===== src/rtl/bcd_ascii_streamer.sv =====
// Streams a packed BCD value to a byte sink as ASCII, with optional leading-zero
// suppression and CR/LF terminator; one byte per cycle when the sink is always ready.
module bcd_ascii_streamer #(
    parameter int NUM_DIGITS     = 10,
    parameter bit APPEND_CRLF    = 1'b1,
    parameter bit SUPPRESS_ZEROS = 1'b1
) (
    input  logic                    clk,
    input  logic                    rst,
    input  logic                    start,
    input  logic [4*NUM_DIGITS-1:0] bcd_in,
    output logic                    busy,
    output logic                    done,
    output logic [7:0]              tx_data,
    output logic                    tx_valid,
    input  logic                    tx_ready
);

    localparam int IDX_W = (NUM_DIGITS > 1) ? $clog2(NUM_DIGITS) : 1;
    localparam logic [IDX_W-1:0] LAST_IDX = IDX_W'(NUM_DIGITS - 1);

    localparam logic [1:0] ST_IDLE  = 2'd0;
    localparam logic [1:0] ST_DIGIT = 2'd1;
    localparam logic [1:0] ST_CR    = 2'd2;
    localparam logic [1:0] ST_LF    = 2'd3;

    logic [1:0]              state_q,    state_d;
    logic [4*NUM_DIGITS-1:0] digits_q,   digits_d;
    logic [IDX_W-1:0]        idx_q,      idx_d;
    logic [7:0]              tx_data_q,  tx_data_d;
    logic                    tx_valid_q, tx_valid_d;
    logic                    busy_q,     busy_d;
    logic                    done_q,     done_d;

    logic [IDX_W-1:0]        first_idx;
    logic                    hs;
    logic                    finish;

    function automatic logic [7:0] to_ascii(input logic [3:0] n);
        return (n < 4'd10) ? (8'h30 + {4'h0, n}) : 8'h3F;
    endfunction

    function automatic logic [3:0] nibble(input logic [4*NUM_DIGITS-1:0] v, input int k);
        return v[4*NUM_DIGITS-1-4*k -: 4];
    endfunction

    // Scan from the LSD upward so the most significant non-zero digit wins;
    // invalid nibbles count as non-zero. All-zero input leaves a single '0'.
    always_comb begin
        if (!SUPPRESS_ZEROS) begin
            first_idx = '0;
        end else begin
            first_idx = LAST_IDX;
            for (int k = NUM_DIGITS - 1; k >= 0; k--) begin
                if (nibble(bcd_in, k) != 4'h0) first_idx = IDX_W'(k);
            end
        end
    end

    assign hs = tx_valid_q && tx_ready;

    always_comb begin
        state_d    = state_q;
        digits_d   = digits_q;
        idx_d      = idx_q;
        tx_data_d  = tx_data_q;
        tx_valid_d = tx_valid_q;
        busy_d     = busy_q;
        done_d     = 1'b0;
        finish     = 1'b0;

        case (state_q)
            ST_IDLE: begin
                if (start) begin
                    digits_d   = bcd_in;
                    idx_d      = first_idx;
                    state_d    = ST_DIGIT;
                    tx_valid_d = 1'b1;
                    busy_d     = 1'b1;
                    tx_data_d  = to_ascii(nibble(bcd_in, int'(first_idx)));
                end
            end
            ST_DIGIT: begin
                if (hs) begin
                    if (idx_q != LAST_IDX) begin
                        idx_d     = idx_q + IDX_W'(1);
                        tx_data_d = to_ascii(nibble(digits_q, int'(idx_q) + 1));
                    end else if (APPEND_CRLF) begin
                        state_d   = ST_CR;
                        tx_data_d = 8'h0D;
                    end else begin
                        finish = 1'b1;
                    end
                end
            end
            ST_CR: begin
                if (hs) begin
                    state_d   = ST_LF;
                    tx_data_d = 8'h0A;
                end
            end
            default: begin
                if (hs) finish = 1'b1;
            end
        endcase

        // tx_data deliberately keeps the last byte after the stream ends.
        if (finish) begin
            state_d    = ST_IDLE;
            tx_valid_d = 1'b0;
            busy_d     = 1'b0;
            done_d     = 1'b1;
        end
    end

    always_ff @(posedge clk or posedge rst) begin
        if (rst) begin
            state_q    <= ST_IDLE;
            digits_q   <= '0;
            idx_q      <= '0;
            tx_data_q  <= 8'h00;
            tx_valid_q <= 1'b0;
            busy_q     <= 1'b0;
            done_q     <= 1'b0;
        end else begin
            state_q    <= state_d;
            digits_q   <= digits_d;
            idx_q      <= idx_d;
            tx_data_q  <= tx_data_d;
            tx_valid_q <= tx_valid_d;
            busy_q     <= busy_d;
            done_q     <= done_d;
        end
    end

    assign busy     = busy_q;
    assign done     = done_q;
    assign tx_data  = tx_data_q;
    assign tx_valid = tx_valid_q;

endmodule

===== config.mk =====
export PLATFORM = sky130hd
export DESIGN_NAME = bcd_ascii_streamer
export DESIGN_NICKNAME = d
export VERILOG_FILES = /design/src/rtl/bcd_ascii_streamer.sv
export SDC_FILE = /design/constraint.sdc
export NUM_CORES = 1
export LEC_CHECK = 0
export ABC_AREA = 1
export CAP_MARGIN = 0
export CELL_PAD_IN_SITES_DETAIL_PLACEMENT = 1
export CELL_PAD_IN_SITES_GLOBAL_PLACEMENT = 2
export CORE_MARGIN = 10
export CORE_UTILIZATION = 30
export CTS_CLUSTER_DIAMETER = 80
export CTS_CLUSTER_SIZE = 28
export DETAILED_ROUTE_END_ITERATION = 10
export GPL_ROUTABILITY_DRIVEN = 0
export PLACE_DENSITY = 0.87
export RECOVER_POWER = 50
export SYNTH_ARGS = -nofsm -noshare
export SYNTH_HDL_FRONTEND = slang
export SYNTH_SLANG_ARGS = --single-unit
export TNS_END_PERCENT = 30

===== constraint.sdc =====
create_clock -name clk -period 3 [get_ports clk]
set_clock_uncertainty 0.15 [all_clocks]
set_input_delay 0.3 -clock clk [delete_from_list [all_inputs] [get_ports clk]]
set_output_delay 0.3 -clock clk [all_outputs]
set_load 0.02 [all_outputs]

======== After elaboration in Yosys (flattened, before gate mapping) ========
Cells that the tools add are included.
word-level totals
  bits in registers ....................... 56
  bits of input ports ..................... 44
operators by class
  add/subtract/negate cells ............... 6
  order comparisons ....................... 2
  eq/ne operators ......................... 11
  shifts and indexed selects .............. 2
  mux-type cells .......................... 32
  reductions and logical operators ........ 22
operators with widths
  operator               number
  $mux W4                11
  $shiftx A43 B7 Y4      1
  $shiftx A43 B8 Y4      1
  $reduce_bool A4 Y1     10
  $mux W8                3
  $pmux W8 S3            1
  $mux W7                3
  $add A6 B4 Y7 const A  2
  $ne A3 B3 Y1 const B   4
  $mux W2                5
  $lt A4 B4 Y1 const B   2
  $ne A2 B2 Y1 const B   4
  $pmux W4 S2            1
  $reduce_and A4 Y1      2
  $sub A6 B7 Y8 const A  1
  $mux W1                7
  $sub A6 B6 Y7 const A  1
  $pmux W2 S3            1
  $reduce_bool A2 Y1     3
  $add A4 B1 Y5 const B  1
  $reduce_and A5 Y1      1
  $add A4 B1 Y4 const B  1
  $ne A4 B4 Y1 const B   1
  $reduce_and A2 Y1      2
  6 further kinds        6

======== Longest topological paths before layout ========
Gate-level depths: netlist (run 1).
  word-level depth ........................ 16
  depth in mapped cells ................... 22

======== Worst setup path before layout (run 1) ========
Ideal clock, no wire load.
  path kind ............................... register to register
  from .................................... reg idx_q[0]
  to ...................................... reg tx_data_q[2] (netlist: tx_data[2])
  data arrival time ....................... 2.273 ns
  slack ................................... 0.505 ns
  cell stages (with the launch flop) ...... 15
  path buffers ............................ 0
  period minus slack after synthesis ...... 2.495 ns
  cells stage by stage .................... dfrtp_1 ha_1 xor2_1 inv_1 ha_1 nor2_1 nand2_1 o31ai_1 nand2_1 a21oi_2 nand2_1 a31o_1 nand2_1 nor2_1 nor2_1
between the ends
  word-level cells in the longest chain between the ends .. 8
RTL lines
  what                                                  RTL line  RTL
  start: declaration                                    29        logic [IDX_W-1:0] idx_q, idx_d;
  start signal: assignment                              128       idx_q <= idx_d;
  $add A4 B1 Y5                                         87        tx_data_d = to_ascii(nibble(digits_q, int'(idx_q) + 1));
  $sub A6 B7 Y8                                         44        return v[4*NUM_DIGITS-1-4*k -: 4];
  $shiftx A43 B8 Y4                                     44
  $add A6 B4 Y7 / $lt A4 B4 Y1 (equally long branches)  40        return (n < 4'd10) ? (8'h30 + {4'h0, n}) : 8'h3F;
  $mux W7                                               40
  $mux W7 (*)                                           85        if (idx_q != LAST_IDX) begin
  $mux W8 (*)                                           84        if (hs) begin
  $pmux W8 S3 (*)                                       72        case (state_q)
  end signal: assignment                                129       tx_data_q <= tx_data_d;
  end: declaration                                      30        logic [7:0] tx_data_q, tx_data_d;
Every way passes the cells marked *; elsewhere a longest branch is shown, timed or not. The select of a mux whose other input is x is not followed.
A chain may end at the register's enable or synchronous reset.

======== Worst setup path after layout (run 1) ========
  from .................................... in bcd_in[20]
  to ...................................... reg tx_data_q[2] (netlist: tx_data[2])
between the ends
  word-level cells in the longest chain between the ends .. 12
RTL lines
  what                                                  RTL line  RTL
  start: declaration                                    11        input logic [4*NUM_DIGITS-1:0] bcd_in,
  $reduce_bool A4 Y1                                    55        if (nibble(bcd_in, k) != 4'h0) first_idx = IDX_W'(k);
  $mux W4 (5 in series)                                 55
  $sub A6 B6 Y7                                         44
  $shiftx A43 B7 Y4 (*)                                 44
  $add A6 B4 Y7 / $lt A4 B4 Y1 (equally long branches)  40
  $mux W7 (*)                                           40
  $mux W8 (*)                                           74        if (start) begin
  $pmux W8 S3 (*)                                       72
Marks and branches as above.

==> flow_summary.yaml, run 1 <==
routing:
  drcViolationCount: 0
  avgRoutedWirePerCell_um: 16.2
  postRouteWirelength_mm: 11.6
  vias: 3460
  drt_iter0_drc: 123
  via_per_inst: 4.83
  ant_nets: 0
  dr.pass1.iters: 4
global_route:
  grt_pass1_vias: 3737
  grt_pass1_wl_mm: 19.2
  antenna_found_initial: 0
  grt_use_total_pct: 14.2
  grt_max_degree: 71
  grt_overflow_total: 0
clock_tree:
  clock_latency_ns: 0.29
  clk_path_buf_depth: 2
  cts_buffers: 5
  clockRootBuffer: "clkbuf_16"
  cts_hold_buf: 0
  cts_sinks: 53
  path_clk_slew_ns: 0.07
  h-tree-depth: 2
  cts_tree: "built"
cells_and_area:
  fillers: 1436
  seqCellArea_um2: 1330
  final_common_cell: "nand2_1"
  n_antenna_cell: 0
  synthToLayoutAreaGrowth_pct: 31.5
  multi_input_area_um2: 1770
  drive_gt1_share_pct: 13.4
  final_cell_mix: "nand2_1, o21ai_0, inv_1"
  layout.nets: 626
flow_run:
  max_cap_violations: 0
critical_path:
  crit_arrival_ns: 2.77
  worstPathMaxFanout: 3
  reg2reg_slack_ns: 0.31
  endpoint_kind: "flip-flop"
  critical_path_class: "primary input to flip-flop"
  worstReg2RegStart: "idx_q[1]"
  crit_slowest_cell: "clkdlybuf4s50_1"
  timing.critical_path.slowest_cell_delay_ns: 0.43
  worstPathCellList: "clkdlybuf4s50_1 > inv_1 > nand4_1 > nor3_2 > nand2_1 > nand2_1 > nand2_4 > ha_1 > nor2_4 > inv_1 > a21oi_1 > o21ai_1 > nand3b_1 > nand2_2 > a21oi_1 > nor2_1 > nor2_1 > nor2_1"
  critPathRequiredTime_ns: 3.04
  critical_path_buf_inv_count: 3
  crit_family: "simple AND/OR/NAND/NOR gates"
  cpMostUsedCell: "nor2_1"
  crit_start: "bcd_in[20]"
  cp.depth: 18
  critPathLaunchType: "primary input"
  r2r_end: "tx_data[2]"
  crit_end: "tx_data[2]"
  r2r_cells: 14
synthesis:
  yosys.area.top_type_share_pct: 38.2
  ys_warn_count: 0
  synthDistinctLibCells: 41
  syn_area_um2: 3470
  syn-mean-instance-area_um2: 7.04
  synthTopCellsByArea: "dfrtp_1, nand2_1, o21ai_0"
  syn_inst: 493
  yosys_register_bits: 53
  synth_area_leader_cell: "dfrtp_1"
  ys_seq_area_share_pct: 38.2
sta:
  period_minus_slack_ns: 2.73
  fin_crit_sh_pct: 91.0
  rsz0062_at_grt: "no"
  whs_ns: 0.335
  hold_viol_final: 0
  setup_viol: 0
  fmax_ghz: 0.366
  setup_slack_ns: 0.269
  finalMaxSlewViolations: 0
  tightestPinTransition_ns: 1.40
  slew_headroom_pct: 6.73
place:
  dp_hpwl_mm: 9.09
  dp_slack_ns: -0.156
  port_buffers: 52
power_and_ir_drop:
  finalPower_uw: 4700
  peakVddDrop_mv: 0.415
  p_per_area_nw_per_um2: 1030
  leakage_uw: 0.00221
status:
  status: "finished clean"
die:
  dieArea_um2: 16300
  start_util_pct: 30.5
  die_x_um: 128
  rows: 39
  die_h_um: 128
  pin_count: 55
  core_um2: 11400
hold_path:
  min_path_type: "flip-flop to flip-flop"
through the flow:
| step | util (%) | area (um^2) | TNS (ns) | instances |
|---|---|---|---|---|
| finish | 40.1 | 4560 | 0 | 717 |
| floorplan | - | 3470 | 0 | 494 |
| global route | 40.1 | 4560 | 0 | 717 |
| global placement | 38.3 | 4360 | -0.0467 | 707 |
| detailed placement | 38.3 | 4360 | -0.495 | 707 |
| CTS | 39.9 | 4530 | 0 | 715 |
per-layer routing:
layer	GRT usage, %	vias up	wire (um)
met5	0	-	0
met4	3.55	0	137
met3	2.40	10	455
met2	23.9	74	5470
met1	18.5	1633	5520
li1	-	1743	-
sequential cells by signal, indices dropped and copies added, names as in the netlist:
register	flops
tx_data	5
digits_q	40
idx_q	4
done	1
busy	1
state_q	2
final cells by class:
cell class              count  share of cell area, %
clock buffers               7                   3.13
clock inverters             1                  0.658
inverters                  70                   5.84
multi-input cells         348                   38.7
flip-flops and latches     53                   29.1
well taps                 143                   3.92
repair buffers             95                   18.7
logic make-up after synthesis:
kind of cell / after synthesis / share of synthesized area (%)
buffers and inverters: 93 / 11.5
other: 1 / 0.108
and+or+nand+nor: 225 / 28.2
AOI/OAI and AO/OA: 108 / 17.7
xor gates and xnor gates: 4 / 1.01
DFF: 53 / 38.2
adders and majority gates: 9 / 3.25
synth_stat cells:
cell type	count
nand2_1	118
o21ai_0	70
inv_1	66
dfrtp_1	53
nor2_1	48
nand3_1	30
clkbuf_1	13
ha_1	9
a21oi_1	7
o221ai_1	6
a31oi_1	5
nand2_2	5
nand4_1	5
nor2_2	5
o211ai_1	5
buf_4	4
buf_6	3
inv_2	3
nor3_1	3
o21ai_1	3
xor2_1	3
a21oi_2	2
buf_2	2
nand2_4	2
nand3b_1	2
nor2_4	2
o21a_1	2
o21ai_2	2
o22ai_1	2
o31ai_1	2
a22oi_1	1
a31o_1	1
and2_1	1
and3_1	1
clkbuf_8	1
clkinv_1	1
conb_1	1
nand3_2	1
or2_1	1
or2_2	1
xnor2_1	1
where the power goes:
group	total, uW	internal, uW	leakage, uW	switching (uW)
clock	692	418	0.0000841	274
sequential	1290	1060	0.000653	228
combinational	2720	1070	0.00147	1660
what timing repair did:
action                                  4_1_cts  5_1_grt
endpoints found under the setup margin        0        4
setup buffers                                 0        2
gates resized for setup                       0        5
endpoints found under the hold margin         0        0
worst min-delay path: stages, from the launching register on:
cell	delay, ns
dfrtp_1	0.34
nand2_1	0.05
o21ai_0	0.06
worst min path at each step:
stage          slack [ns]          from            to  cells after the start
6_report             0.34  digits_q[15]  digits_q[15]                      2
3_3_place_gp         0.31   digits_q[1]   digits_q[1]                      2
3_5_place_dp         0.32  digits_q[15]  digits_q[15]                      2
2_1_floorplan        0.26     bcd_in[0]   digits_q[0]                      2
4_1_cts              0.34  digits_q[15]  digits_q[15]                      2
5_1_grt              0.37  digits_q[24]  digits_q[24]                      2
No activity file was read; power rests on OpenSTA's default activity.
==> inputs of run 2 (changes only) <==
- CORE_UTILIZATION: 30 -> 31
- CTS_BUF_LIST: unset -> sky130_fd_sc_hd__clkbuf_4
- GPL_TIMING_DRIVEN: unset -> 0
- PLACE_DENSITY: 0.87 -> 0.89
==> run 2 against run 1 <==
  * Combinational power is 2% higher
  * Design area is 4.9% lower
  * Cell count is 2.1% lower
  * Worst hold slack worse by 0.063 ns
  * Wire length grew 1.6%
  * Critical endpoint unchanged
  * Worst setup slack got worse by 0.11 ns
  * Sequential power about the same
==> flow_summary.yaml, run 2 (synthesized netlist as in run 1, its figures left out) <==
routing:
  vias: 3456
  ant_nets: 0
  drcViolationCount: 0
  postRouteWirelength_mm: 11.8
  avgRoutedWirePerCell_um: 16.8
  drt_iter0_drc: 123
  via_per_inst: 4.92
  dr.pass1.iters: 4
die:
  die_h_um: 126
  rows: 38
  start_util_pct: 31.9
  dieArea_um2: 15800
  die_x_um: 126
  core_um2: 10900
  pin_count: 55
sta:
  fin_crit_sh_pct: 94.7
  setup_viol: 0
  fmax_ghz: 0.352
  period_minus_slack_ns: 2.84
  slew_headroom_pct: 43.0
  tns_ns: 0
  whs_ns: 0.272
  hold_viol_final: 0
  finalMaxSlewViolations: 0
  setup_slack_ns: 0.159
  tightestPinTransition_ns: 0.854
global_route:
  grt_overflow_total: 0
  antenna_found_initial: 1
  grt_pass1_vias: 3820
  grt_pass1_wl_mm: 19.7
  grt_max_degree: 36
  grt_use_total_pct: 14.9
cells_and_area:
  largest_register_ffs: 40
  synthToLayoutAreaGrowth_pct: 25.1
  final_cell_mix: "nand2_1, o21ai_0, inv_1"
  drive_gt1_share_pct: 9.98
  regMostFlops: "digits_q"
  layoutNonFillerInstCount: 702
  final_common_cell: "nand2_1"
  layout.nets: 613
critical_path:
  worstPathMaxFanout: 10
  crit_slowest_cell: "dfrtp_2"
  cpMostUsedCell: "nand2_1"
  r2r_end: "tx_data[2]"
  timing.critical_path.slowest_cell_delay_ns: 0.44
  r2r_cells: 14
  critical_path_class: "flip-flop to flip-flop"
  critPathLaunchType: "flip-flop"
  worstPathCellList: "buf_4 > ha_1 > buf_2 > clkinvlp_4 > o21ai_4 > xor2_1 > a21oi_1 > o21ai_1 > nand2_1 > nand2_1 > a31o_1 > nand2_1 > nor2_1 > nor2_1"
  worstReg2RegStart: "idx_q[0]"
  critical_path_buf_inv_count: 3
  critPathRequiredTime_ns: 3.19
  reg2reg_slack_ns: 0.16
  crit_arrival_ns: 3.03
  endpoint_kind: "flip-flop"
  crit_family: "buffers and inverters"
flow_run:
  max_cap_violations: 0
clock_tree:
  clock_latency_ns: 0.42
  clockRootBuffer: "clkbuf_4"
  h-tree-depth: 2
  cts_tree: "built"
  cts_sinks: 53
  clk_path_buf_depth: 2
  cts_buffers: 5
  path_clk_slew_ns: 0.18
  cts_hold_buf: 0
power_and_ir_drop:
  finalPower_uw: 4430
  leakage_uw: 0.00207
  p_per_area_nw_per_um2: 1020
  peakVddDrop_mv: 0.373
place:
  dp_slack_ns: -0.369
  dp_cells: 687
  port_buffers: 52
  dp_hpwl_mm: 9.77
hold_path:
  min_path_type: "primary input to asynchronous set/reset pin"
status:
  status: "finished clean"
==> run 2: changes by cell type in the layout (fill, tap and decap cells not counted), sizes merged <==
cell	before	now
inv	67	71
diode	0	1
buf	42	15
clkbuf	8	20
bufinv	1	0
clkinv	2	1
==> run 2: how the worst max path moves through the flow <==
stage	slack (ns)	depth (start not counted)	start	to
global route	-0.01	14	idx_q[0]	tx_data[2]
global placement	-0.32	14	bcd_in[35]	tx_data[0]
detailed placement	-0.37	15	bcd_in[35]	tx_data[0]
CTS	0.01	14	idx_q[0]	tx_data[2]
floorplan	0.51	14	idx_q[0]	tx_data[2]
finish	0.16	14	idx_q[0]	tx_data[2]
==> run 2: worst register-to-register path: stages (launching register included) <==
cell	delay [ns]
dfrtp_2	0.44
buf_4	0.14
ha_1	0.29
buf_2	0.24
clkinvlp_4	0.23
o21ai_4	0.26
xor2_1	0.27
a21oi_1	0.07
o21ai_1	0.12
nand2_1	0.10
nand2_1	0.10
a31o_1	0.14
nand2_1	0.05
nor2_1	0.11
nor2_1	0.04
==> run 2: cell type report <==
type | count | area, um^2
multi-input combinational | 348 | 1790
clock inverter | 3 | 26.3
sequential | 53 | 1330
tap | 140 | 175
antenna | 1 | 2.50
inverter | 70 | 267
timing repair buffer | 59 | 583
clock buffer | 5 | 37.5
buffer | 23 | 136
fill | 1411 | 6550
==> run 2: timing repair <==
| action | in CTS | in global routing |
|---|---|---|
| buffers inserted | 0 | 6 |
| endpoints found under the setup margin | 2 | 4 |
| resized for setup | 1 | 8 |
| cloned | 0 | 0 |
==> run 2: layer usage <==
metal	part of all wire [%]	global-route usage, %
met5	0	0
met4	1.3	4.22
met3	3.0	2.64
met2	50	26.8
met1	45	17.8
==> run 2: report_power, final <==
part / switching, uW / internal (uW) / leakage [uW] / total (uW)
sequential: 223 / 1050 / 0.000652 / 1280
clock: 267 / 101 / 0.0000366 / 368
combinational: 1690 / 1090 / 0.00138 / 2780
==> run 2: stage by stage <==
step                      utilization (%)  area [um^2]
after floorplan                         -         3470
after global placement               38.3         4170
after detailed placement             38.5         4190
after CTS                            39.1         4250
after global routing                 39.9         4340
final                                39.9         4340
==> inputs of run 3 (changes only) <==
==> constraint.sdc (replaced) <==
create_clock -name clk -period 3 [get_ports clk]
set_clock_uncertainty 0.15 [all_clocks]
set_input_delay 0.3 -clock clk [delete_from_list [all_inputs] [get_ports clk]]
set_output_delay 0.3 -clock clk [all_outputs]
set_load 0.05 [all_outputs]
==> run 3 against run 2 <==
  * Fmax barely moved
  * Cell count did not move
  * Global-route usage did not move
  * Flip-flop and latch count did not move
  * Wire length barely moved
  * Combinational power rose by 5%
  * Register-to-register slack barely moved
  * Critical path depth did not move
  * Sequential share of layout area did not move
  * Die area did not move
  * Critical endpoint unchanged
  * Largest cell class unchanged
  * Highest routed layer unchanged
==> flow_summary.yaml, run 3 (synthesized netlist as in run 1, its figures left out) <==
cells_and_area:
  synthToLayoutAreaGrowth_pct: 25.1
  final_common_cell: "nand2_1"
  fillers: 1411
  layout.nets: 613
  multi_input_area_um2: 1790
  drive_gt1_share_pct: 9.98
  regMostFlops: "digits_q"
  final_cell_mix: "nand2_1, o21ai_0, inv_1"
  fin_area_um2: 4340
  seqCellArea_um2: 1330
  largest_register_ffs: 40
power_and_ir_drop:
  swShare_pct: 50.6
  p_clk_share_pct: 8.1
  seqPwrFrac_pct: 28.0
  internal_power_uw: 2250
  p_per_area_nw_per_um2: 1050
  peakVddDrop_mv: 0.415
  leakage_uw: 0.00206
  finalPower_uw: 4550
  pwr-share-comb_pct: 63.9
  p_sw_uw: 2310
status:
  status: "finished clean"
global_route:
  grt_use_total_pct: 14.9
  antenna_found_initial: 1
  grt_overflow_total: 0
  grt_pass1_wl_mm: 19.7
  grt_pass1_vias: 3820
  grt_max_degree: 36
critical_path:
  endpoint_kind: "flip-flop"
  worstReg2RegStart: "idx_q[0]"
  crit_arrival_ns: 3.03
  critPathLaunchType: "flip-flop"
  critPathRequiredTime_ns: 3.19
  worstPathMaxFanout: 10
  r2r_end: "tx_data[2]"
  critical_path_class: "flip-flop to flip-flop"
  reg2reg_slack_ns: 0.16
  r2r_cells: 14
routing:
  via_per_inst: 4.92
  dr.pass1.iters: 4
  ant_nets: 0
  avgRoutedWirePerCell_um: 16.7
  postRouteWirelength_mm: 11.8
  drt_iter0_drc: 123
  vias: 3456
  drcViolationCount: 0
clock_tree:
  cts_tree: "built"
  cts_sinks: 53
  path_clk_slew_ns: 0.18
  cts_buffers: 5
  h-tree-depth: 2
  cts_hold_buf: 0
  clockRootBuffer: "clkbuf_4"
  clk_path_buf_depth: 2
  clock_latency_ns: 0.42
die:
  dieArea_um2: 15800
  start_util_pct: 31.9
  rows: 38
  die_x_um: 126
  die_h_um: 126
  pin_count: 55
  core_um2: 10900
sta:
  tightestPinTransition_ns: 0.854
  fmax_ghz: 0.352
  finalMaxSlewViolations: 0
  fin_crit_sh_pct: 94.7
  hold_viol_final: 0
  slew_headroom_pct: 43.0
  tns_ns: 0
  period_minus_slack_ns: 2.84
  setup_viol: 0
flow_run:
  max_cap_violations: 0
place:
  port_buffers: 52
  dp_hpwl_mm: 9.77
  placed_area_um2: 4190
hold_path:
  min_path_type: "primary input to asynchronous set/reset pin"
run 3: changes by cell type in the layout (fill, tap and decap cells not counted), sizes merged:
cell           before  now
dlygate4sd3         2    1
clkdlybuf4s50      50   51
run 3: stage by stage:
stage	instances	util (%)	hold WS, ns	worst slack [ns]
after floorplan	494	-	0.260	0.505
after detailed placement	687	38.5	0.329	-0.369
final	702	39.9	0.272	0.158
after global placement	686	38.3	0.319	-0.320
after CTS	695	39.1	0.0366	0.00956
after global routing	702	39.9	0.309	-0.00971
run 3: how the worst max path moves through the flow:
stage | start | endpoint | slack [ns] | cells past startpoint
2_1_floorplan | idx_q[0] | tx_data[2] | 0.51 | 14
3_3_place_gp | bcd_in[35] | tx_data[0] | -0.32 | 14
3_5_place_dp | bcd_in[35] | tx_data[0] | -0.37 | 15
4_1_cts | idx_q[0] | tx_data[2] | 0.01 | 14
5_1_grt | idx_q[0] | tx_data[2] | -0.01 | 14
6_report | idx_q[0] | tx_data[2] | 0.16 | 14
run 3: power groups by stage:
| stage | logic, uW | clock network (uW) | registers, uW |
|---|---|---|---|
| 3_3_place_gp | 2620 | 0 | 1290 |
| 4_1_cts | 2710 | 380 | 1300 |
| 6_report | 2910 | 368 | 1280 |
| 2_1_floorplan | 1830 | 0 | 1360 |
| 5_1_grt | 3260 | 402 | 1320 |
| 3_5_place_dp | 2700 | 0 | 1310 |
run 3: routing by layer:
| layer | share of wire (%) | vias up | track usage [%] |
|---|---|---|---|
| met1 | 45 | 1679 | 17.8 |
| met3 | 3.0 | 11 | 2.64 |
| met4 | 1.3 | 0 | 4.22 |
| met2 | 50 | 42 | 26.8 |
| li1 | - | 1724 | - |
| met5 | 0 | - | 0 |
run 3: what timing repair did:
item | CTS | global route
pin swaps | 0 | 0
setup buffers | 0 | 6
endpoints found under the hold margin | 0 | 0
setup endpoints to repair | 2 | 4
resized for setup | 1 | 8
run 3: cell type report:
type | instances | share of cell area, %
Multi-Input combinational cell | 348 | 41.1
Sequential cell | 53 | 30.6
Timing Repair Buffer | 59 | 13.4
Inverter | 70 | 6.14
Tap cell | 140 | 4.04
Buffer | 23 | 3.14
Clock buffer | 5 | 0.865
Clock inverter | 3 | 0.605
Antenna cell | 1 | 0.0577
run 3: worst max-delay path, stage by stage, from the launching register on:
cell	delay (ns)
dfrtp_2	0.44
buf_4	0.14
ha_1	0.29
buf_2	0.24
clkinvlp_4	0.23
o21ai_4	0.26
xor2_1	0.27
a21oi_1	0.07
o21ai_1	0.12
nand2_1	0.10
nand2_1	0.10
a31o_1	0.14
nand2_1	0.05
nor2_1	0.11
nor2_1	0.04
